$ cat config.mk
export PLATFORM = sky130hd
export DESIGN_NAME = execute_stage_v2
export DESIGN_NICKNAME = d
export VERILOG_FILES = /design/src/rtl/execute_stage_v2.sv
export SDC_FILE = /design/constraint.sdc
export NUM_CORES = 1
export LEC_CHECK = 0
export BUFFER_PORTS_ARGS = -buffer_cell sky130_fd_sc_hd__clkbuf_2
export CAP_MARGIN = 20
export CORE_MARGIN = 2
export CORE_UTILIZATION = 30
export CTS_CLUSTER_SIZE = 14
export DETAILED_ROUTE_END_ITERATION = 16
export GPL_TIMING_DRIVEN = 0
export PLACE_DENSITY = 0.6
export SLEW_MARGIN = 0
export SYNTH_ARGS = -nofsm -noshare
export SYNTH_HDL_FRONTEND = slang
export SYNTH_SLANG_ARGS = --single-unit
$ cat constraint.sdc
create_clock -name clk -period 7.47 [get_ports clk]
set_input_delay 0.3735 -clock clk [delete_from_list [all_inputs] [get_ports clk]]
set_output_delay 0.3735 -clock clk [all_outputs]
set_load 0.02 [all_outputs]
$ cat src/rtl/execute_stage_v2.sv
// Execute stage with forwarding muxes, 8-op ALU, branch/jump resolution and E/M register.
// Define EXECUTE_MUL_EN to build in the iterative shift-add multiplier that stalls through BusyE.
module execute_stage_v2 #(
  parameter int XLEN    = 32,
  parameter int RADDR_W = 5
) (
  input  logic               clk,
  input  logic               rst,
  input  logic               RegWriteE,
  input  logic               ALUSrcE,
  input  logic               MemWriteE,
  input  logic               ResultSrcE,
  input  logic               BranchE,
  input  logic               JumpE,
  input  logic               MulE,
  input  logic [2:0]         ALUControlE,
  input  logic [1:0]         ForwardAE,
  input  logic [1:0]         ForwardBE,
  input  logic [XLEN-1:0]    RD1E,
  input  logic [XLEN-1:0]    RD2E,
  input  logic [XLEN-1:0]    ImmExtE,
  input  logic [XLEN-1:0]    PCE,
  input  logic [XLEN-1:0]    PCPlus4E,
  input  logic [XLEN-1:0]    ResultW,
  input  logic [RADDR_W-1:0] RS1E,
  input  logic [RADDR_W-1:0] RS2E,
  input  logic [RADDR_W-1:0] RDE,
  output logic               RegWriteM,
  output logic               ResultSrcM,
  output logic               MemWriteM,
  output logic [XLEN-1:0]    ALUResultM,
  output logic [XLEN-1:0]    WriteDataM,
  output logic [XLEN-1:0]    PCPlus4M,
  output logic [RADDR_W-1:0] RDM,
  output logic               PCSrcE,
  output logic [XLEN-1:0]    PCTargetE,
  output logic               BusyE,
  output logic [1:0]         mul_state_dbg
);

  localparam int SHW = $clog2(XLEN);

  logic [XLEN-1:0] SrcAE;
  logic [XLEN-1:0] SrcBE;
  logic [XLEN-1:0] WriteDataE;
  logic [XLEN-1:0] alu_result;
  logic [XLEN-1:0] result_e;
  logic            ZeroE;

  // Hazard-unit address fields only pass through this stage.
  logic unused_ok;
  assign unused_ok = ^{RS1E, RS2E, MulE};

  always_comb begin
    SrcAE = RD1E;
    case (ForwardAE)
      2'b01:   SrcAE = ResultW;
      2'b10:   SrcAE = ALUResultM;
      default: SrcAE = RD1E;
    endcase
  end

  always_comb begin
    WriteDataE = RD2E;
    case (ForwardBE)
      2'b01:   WriteDataE = ResultW;
      2'b10:   WriteDataE = ALUResultM;
      default: WriteDataE = RD2E;
    endcase
  end

  assign SrcBE = ALUSrcE ? ImmExtE : WriteDataE;

  always_comb begin
    alu_result = '0;
    case (ALUControlE)
      3'b000: alu_result = SrcAE + SrcBE;
      3'b001: alu_result = SrcAE - SrcBE;
      3'b010: alu_result = SrcAE & SrcBE;
      3'b011: alu_result = SrcAE | SrcBE;
      3'b100: alu_result = SrcAE ^ SrcBE;
      3'b101: alu_result = {{(XLEN-1){1'b0}}, ($signed(SrcAE) < $signed(SrcBE))};
      3'b110: alu_result = SrcAE << SrcBE[SHW-1:0];
      3'b111: alu_result = SrcAE >> SrcBE[SHW-1:0];
      default: alu_result = '0;
    endcase
  end

  assign ZeroE     = (alu_result == '0);
  assign PCSrcE    = JumpE | (BranchE & ZeroE);
  assign PCTargetE = PCE + ImmExtE;

`ifdef EXECUTE_MUL_EN
  typedef enum logic [1:0] {
    IDLE = 2'd0,
    RUN  = 2'd1,
    DONE = 2'd2
  } mul_state_t;

  localparam int CNT_W = $clog2(XLEN + 1);

  mul_state_t       state, state_nx;
  logic [CNT_W-1:0] count;
  logic [XLEN-1:0]  mcand;
  logic [XLEN-1:0]  mplier;
  logic [XLEN-1:0]  acc;

  // DONE always returns to IDLE so a still-held MulE does not restart the same instruction.
  always_comb begin
    state_nx = state;
    case (state)
      IDLE:    if (MulE) state_nx = RUN;
      RUN:     if (count == CNT_W'(1)) state_nx = DONE;
      DONE:    state_nx = IDLE;
      default: state_nx = IDLE;
    endcase
  end

  always_ff @(posedge clk or negedge rst) begin
    if (!rst) state <= IDLE;
    else      state <= state_nx;
  end

  // Operands are latched on entry because forward sources keep moving during the stall.
  always_ff @(posedge clk or negedge rst) begin
    if (!rst) begin
      count  <= '0;
      acc    <= '0;
      mcand  <= '0;
      mplier <= '0;
    end else begin
      case (state)
        IDLE: if (MulE) begin
          mcand  <= SrcAE;
          mplier <= SrcBE;
          acc    <= '0;
          count  <= CNT_W'(XLEN);
        end
        RUN: begin
          if (mplier[0]) acc <= acc + mcand;
          mcand  <= mcand << 1;
          mplier <= mplier >> 1;
          count  <= count - CNT_W'(1);
        end
        default: ;
      endcase
    end
  end

  assign BusyE         = rst & (((state == IDLE) & MulE) | (state == RUN));
  assign result_e      = (state == DONE) ? acc : alu_result;
  assign mul_state_dbg = state;
`else
  assign BusyE         = 1'b0;
  assign result_e      = alu_result;
  assign mul_state_dbg = 2'b00;
`endif

  // A stalled cycle sends a fully cleared bubble into M.
  always_ff @(posedge clk or negedge rst) begin
    if (!rst) begin
      RegWriteM  <= 1'b0;
      ResultSrcM <= 1'b0;
      MemWriteM  <= 1'b0;
      ALUResultM <= '0;
      WriteDataM <= '0;
      PCPlus4M   <= '0;
      RDM        <= '0;
    end else if (BusyE) begin
      RegWriteM  <= 1'b0;
      ResultSrcM <= 1'b0;
      MemWriteM  <= 1'b0;
      ALUResultM <= '0;
      WriteDataM <= '0;
      PCPlus4M   <= '0;
      RDM        <= '0;
    end else begin
      RegWriteM  <= RegWriteE;
      ResultSrcM <= ResultSrcE;
      MemWriteM  <= MemWriteE;
      ALUResultM <= result_e;
      WriteDataM <= WriteDataE;
      PCPlus4M   <= PCPlus4E;
      RDM        <= RDE;
    end
  end

endmodule

# Yosys cells after proc, flatten, opt, wreduce, memory -nomap -nowiden
# Cells that the tools add are included.
# totals
reg_bits	104
latchBits	0
ram_bits	0
rom_bits	0
input_bits	223
output_inout_bits	140
elab_cells	35
memories	0
# classes
addsub	3
multipliers	0
n_div	0
magnitude_cmp	1
eq_ne	11
n_shift	2
muxes	4
bitwise_logic	5
n_reduce_logical	2
# ops
operator	n
32-bit one-hot mux with 8 select lines	1
32-bit one-hot mux with 2 select lines	2
32-bit adder	2
32-bit AND	1
32-bit logical NOT	1
32-bit < comparator	1
32-bit 2-to-1 mux	1
32-bit bitwise OR	1
32-bit by 5-bit << shifter with 32-bit output	1
32-bit by 5-bit right shift with 32-bit output	1
32-bit subtractor	1
32-bit bitwise XOR	1
3-bit equality test (second input constant)	4
3-bit by 2-bit equality test with 1-bit output (second input constant)	2
2-bit by 1-bit equality test with 1-bit output (second input constant)	2
2-bit equality test (second input constant)	2
3-bit by 1-bit equality test with 1-bit output (second input constant)	1
3-bit logical NOT	1
1-bit AND	1
1-bit bitwise OR	1

# Logic depth before layout (Yosys ltp)
# logic_depth
ltp_word	8
mapped_depth	23

# Worst setup path before layout
# OpenSTA, ideal clock, no wires.
# synth_timing
kind	input-to-output
start	in ForwardBE[0]
end	out PCSrcE
arrival_ps	5566
path_slack_ps	1531
stages	22
cell_sequence	inv_1 ha_1 buf_6 a221oi_1 o31a_1 buf_2 buf_2 buf_1 ha_1 buf_2 nor2b_1 o221a_2 o31ai_1 a31oi_1 a311o_1 o31ai_1 xnor2_1 a211o_1 or4_1 nor3_1 nand4b_1 o41ai_2
# synth_between
elab_chain_cells	8
word_cells_on_any_way	16
classes_between	add/sub: 2; order compare: 1; eq/ne: 2; shift: 2; mux: 3; bitwise: 5; reduce/logical: 1
# synth_rtl
element	line_no	text
from (decl)	18	input logic [1:0] ForwardBE,
2-bit equality test or 2-bit by 1-bit equality test with 1-bit output (tied branches)	65	case (ForwardBE)
32-bit one-hot mux with 2 select lines (*)	65	
32-bit 2-to-1 mux (*)	72	assign SrcBE = ALUSrcE ? ImmExtE : WriteDataE;
32-bit subtractor (tied with other cells)	78	3'b001: alu_result = SrcAE - SrcBE;
32-bit one-hot mux with 8 select lines (*)	76	case (ALUControlE)
via alu_result[16]	46	logic [XLEN-1:0] alu_result;
32-bit logical NOT (*)	89	assign ZeroE = (alu_result == '0);
1-bit AND (*)	90	assign PCSrcE = JumpE | (BranchE & ZeroE);
1-bit bitwise OR (*)	90	
to (decl)	35	output logic PCSrcE,
# The timed path passes the listed nets; every way through them passes the cells marked *.

# Final worst setup path
# Same ends and word-level chain as after synthesis.

==> out/metrics.yaml <==
status: "finished clean"
drc_errors: 0
synth_ff_type: "dfrtp_1"
hp-class: "in2reg"
cts_tree: "done"
combPwrFrac_pct: 66.5
critical_path.slowest_cell: "clkbuf_1"
yosys_warnings: 0
drive_gt1_share_pct: 19.88
leakagePower_nw: 8.075
max_freq_mhz: 135.6
yosysUniqueCellTypes: 91
reg2regPathDepth: 18
r2r_start: "ALUResultM[1]"
place.gp.congestion: 1.037
cp.required_ps: 7100
postLayoutCoreUtil_pct: 36.54
hold_viol: 0
reg2reg_to: "ALUResultM[31]"
dr.first_iter.drc_count: 2444
arrival_ps: 7000
fillers: 5159
tightest_slew_ps: 1435
hpwl_um: 73060
slew-limit-headroom_pct: 4.316
skew_ps: 10.19
peakVddDrop_v: 0.0001012
place_area_mm2: 0.01701
critPathKind: "in2out"
syn-cell-area_mm2: 0.01444
syn_inst: 1956
io_buffers: 347
fin_nets: 2682
fin_cells: 2945
htree_levels: 3
whs_ps: 97.89
die_x_um: 223.4
drtPass1Iterations: 6
p_int_mw: 1.611
power_mw: 3.584
mostFrequentLayoutCell: "clkbuf_2"
period_needed_ps: 7375
hold_buffers: 0
ioPinCount: 363
antenna_found_initial: 2
core-area_mm2: 0.04765
crit_end: "PCSrcE"
end_kind: "primary output"
cts_max_path_buffers: 2
ys_seq_elements: 104
crit_chain: "clkbuf_2, inv_1, ha_1, nor2b_1, o31a_1, buf_4, inv_2, buf_6, clkbuf_1, fa_1, nor2b_1, o221a_2, o31ai_2, a31oi_1, a311o_1, a221o_1, o21ai_0, nand4_1, or4_1, nor3_4, nand4b_1, o41ai_2, clkbuf_2"
rows: 80
max_stage_delay_ps: 740
placedCellCount: 2927
numCtsBuffers: 9
synth-edff-count: 0
wl_per_cell_um: 29.47
post-route-period-util_pct: 98.73
mostFrequentLayoutCells: "clkbuf_2 (355), nor2_1 (203), a21oi_1 (153), nand2_1 (141), ha_1 (132)"
clk_pin_slew_ps: 80
maxCapViolCount: 0
grt_max_degree: 105
overflow: 0
clock_latency_ps: 380
via_per_inst: 6.298
rrSetupSlack_ps: 1330
routed-via-count: 18548
die-area_mm2: 0.04991
power_switching_mw: 1.973
cts_root_buf: "clkbuf_16"
start_kind: "input pin"
area_growth_pct: 20.56
die_y_um: 223.4
power_frac_clock_pct: 13.5
fin_area_mm2: 0.01741
setup_violations: 0
p_seq_share_pct: 20.0
drt-total-wl_um: 86780
crit_path_start: "ForwardBE[0]"
p_sw_share_pct: 55.05
timing.final.max_slew_violations: 0
power.density_mw_per_mm2: 205.9
yosysSeqAreaShare_pct: 18.02
grt_use_total_pct: 33.50
initial_core_util_pct: 30.31
detail-route-antenna-nets: 0
synthArstFlopShare_pct: 100.0
grt_pass1_wl_um: 122900
path_max_fanout: 12
clock-sinks: 104
grt_pass1_vias: 17524
syn_avg_cell_area_um2: 7.384
cell type report:
cell class              count  area [um2]  area share [%]
diodes                      1       2.502         0.01437
plain buffers             128       601.8           3.456
clock buffers              10       229.0           1.315
clock inverters             6       50.05          0.2874
inverters                 136       515.5           2.961
multi-input cells        1588       10830           62.21
flip-flops and latches    104        2603           14.95
well taps                 615       769.5           4.419
repair buffers            357        1809           10.39
power by group through the flow:
stage	registers, mW	clock network, mW	logic (mW)
floorplan	0.811	0	1.30
global placement	0.721	0	2.26
detailed placement	0.724	0	2.27
CTS	0.712	0.493	2.28
global route	0.724	0.509	2.49
finish	0.717	0.482	2.38
critical path: cells and delay by family:
| family | cells | cell delay (ps) |
|---|---|---|
| adder cells (fa/ha/maj) | 2 | 770 |
| buffers and inverters | 7 | 1550 |
| AO/OA/AOI/OAI | 8 | 2430 |
| AND/OR/NAND/NOR | 6 | 1850 |
synth_stat cells (11+ instances only):
library cell / count / share of area, %
o21a_1: 20 / 1.0
nand2b_1: 18 / 0.78
ha_1: 132 / 11
nor2_1: 203 / 5.3
a211o_1: 11 / 0.67
a31oi_1: 16 / 0.69
buf_2: 16 / 0.55
o21ai_0: 140 / 4.9
a211oi_1: 35 / 1.8
nand4_1: 14 / 0.61
or3_1: 16 / 0.69
mux2i_1: 86 / 6.0
nor3_1: 65 / 2.3
dfrtp_1: 104 / 18
o31ai_1: 16 / 0.83
a21oi_1: 153 / 5.3
a21o_1: 18 / 0.94
a221o_1: 18 / 1.2
nor4_1: 19 / 0.82
clkbuf_1: 93 / 2.4
nor2b_1: 34 / 1.5
o211ai_1: 20 / 1.0
a22oi_1: 69 / 3.6
inv_1: 130 / 3.4
o22ai_1: 56 / 2.4
nand2_1: 141 / 3.7
o221ai_1: 15 / 0.91
nand3_1: 35 / 1.2
xnor2_1: 27 / 1.6
and2_1: 11 / 0.48
a221oi_1: 21 / 1.3
stage by stage:
| stage | TNS [ps] | worst slack, ps |
|---|---|---|
| floorplan | 0 | 1531 |
| global placement | -1322 | -1322 |
| detailed placement | -933.6 | -933.6 |
| CTS | 0 | 21.36 |
| global route | -8.078 | -8.078 |
| finish | 0 | 94.66 |
metal layers:
layer  track usage, %  vias to the layer above  routed length (um)
met2            55.19                     1252               39470
met1            41.37                     9022               33840
met4            17.31                        0                5297
li1                 -                     8044                   -
met5                0                        -                   0
met3            6.717                      230                8179
sequential cells by signal, indices dropped and copies added (netlist names):
name,cells
RDM,5
ResultSrcM,1
MemWriteM,1
ALUResultM,32
PCPlus4M,32
RegWriteM,1
WriteDataM,32
how the worst min path moves through the flow:
stage	slack, ps	start	cells past startpoint	endpoint
6_report	100	ResultSrcE	1	ResultSrcM
2_1_floorplan	80	rst	0	ALUResultM[0]
3_5_place_dp	480	PCPlus4E[8]	1	PCPlus4M[8]
3_3_place_gp	480	RegWriteE	1	RegWriteM
4_1_cts	80	ResultSrcE	1	ResultSrcM
5_1_grt	80	ResultSrcE	1	ResultSrcM
repair_timing:
item,CTS,global route
setup buffers,0,0
resized for setup,22,25
gates cloned,0,0
setup endpoints to repair,1,1
cells by family after synthesis:
group                    share of synthesized area, %
adder cells (fa/ha/maj)                         11.85
XOR/XNOR                                        1.819
other                                         0.02596
buffers and inverters                           7.641
AND/OR/NAND/NOR                                 19.78
AO/OA/AOI/OAI                                   33.66
flip-flops                                      18.02
multiplexers                                    7.208
Note: power is estimated with default switching activity, not from simulation.
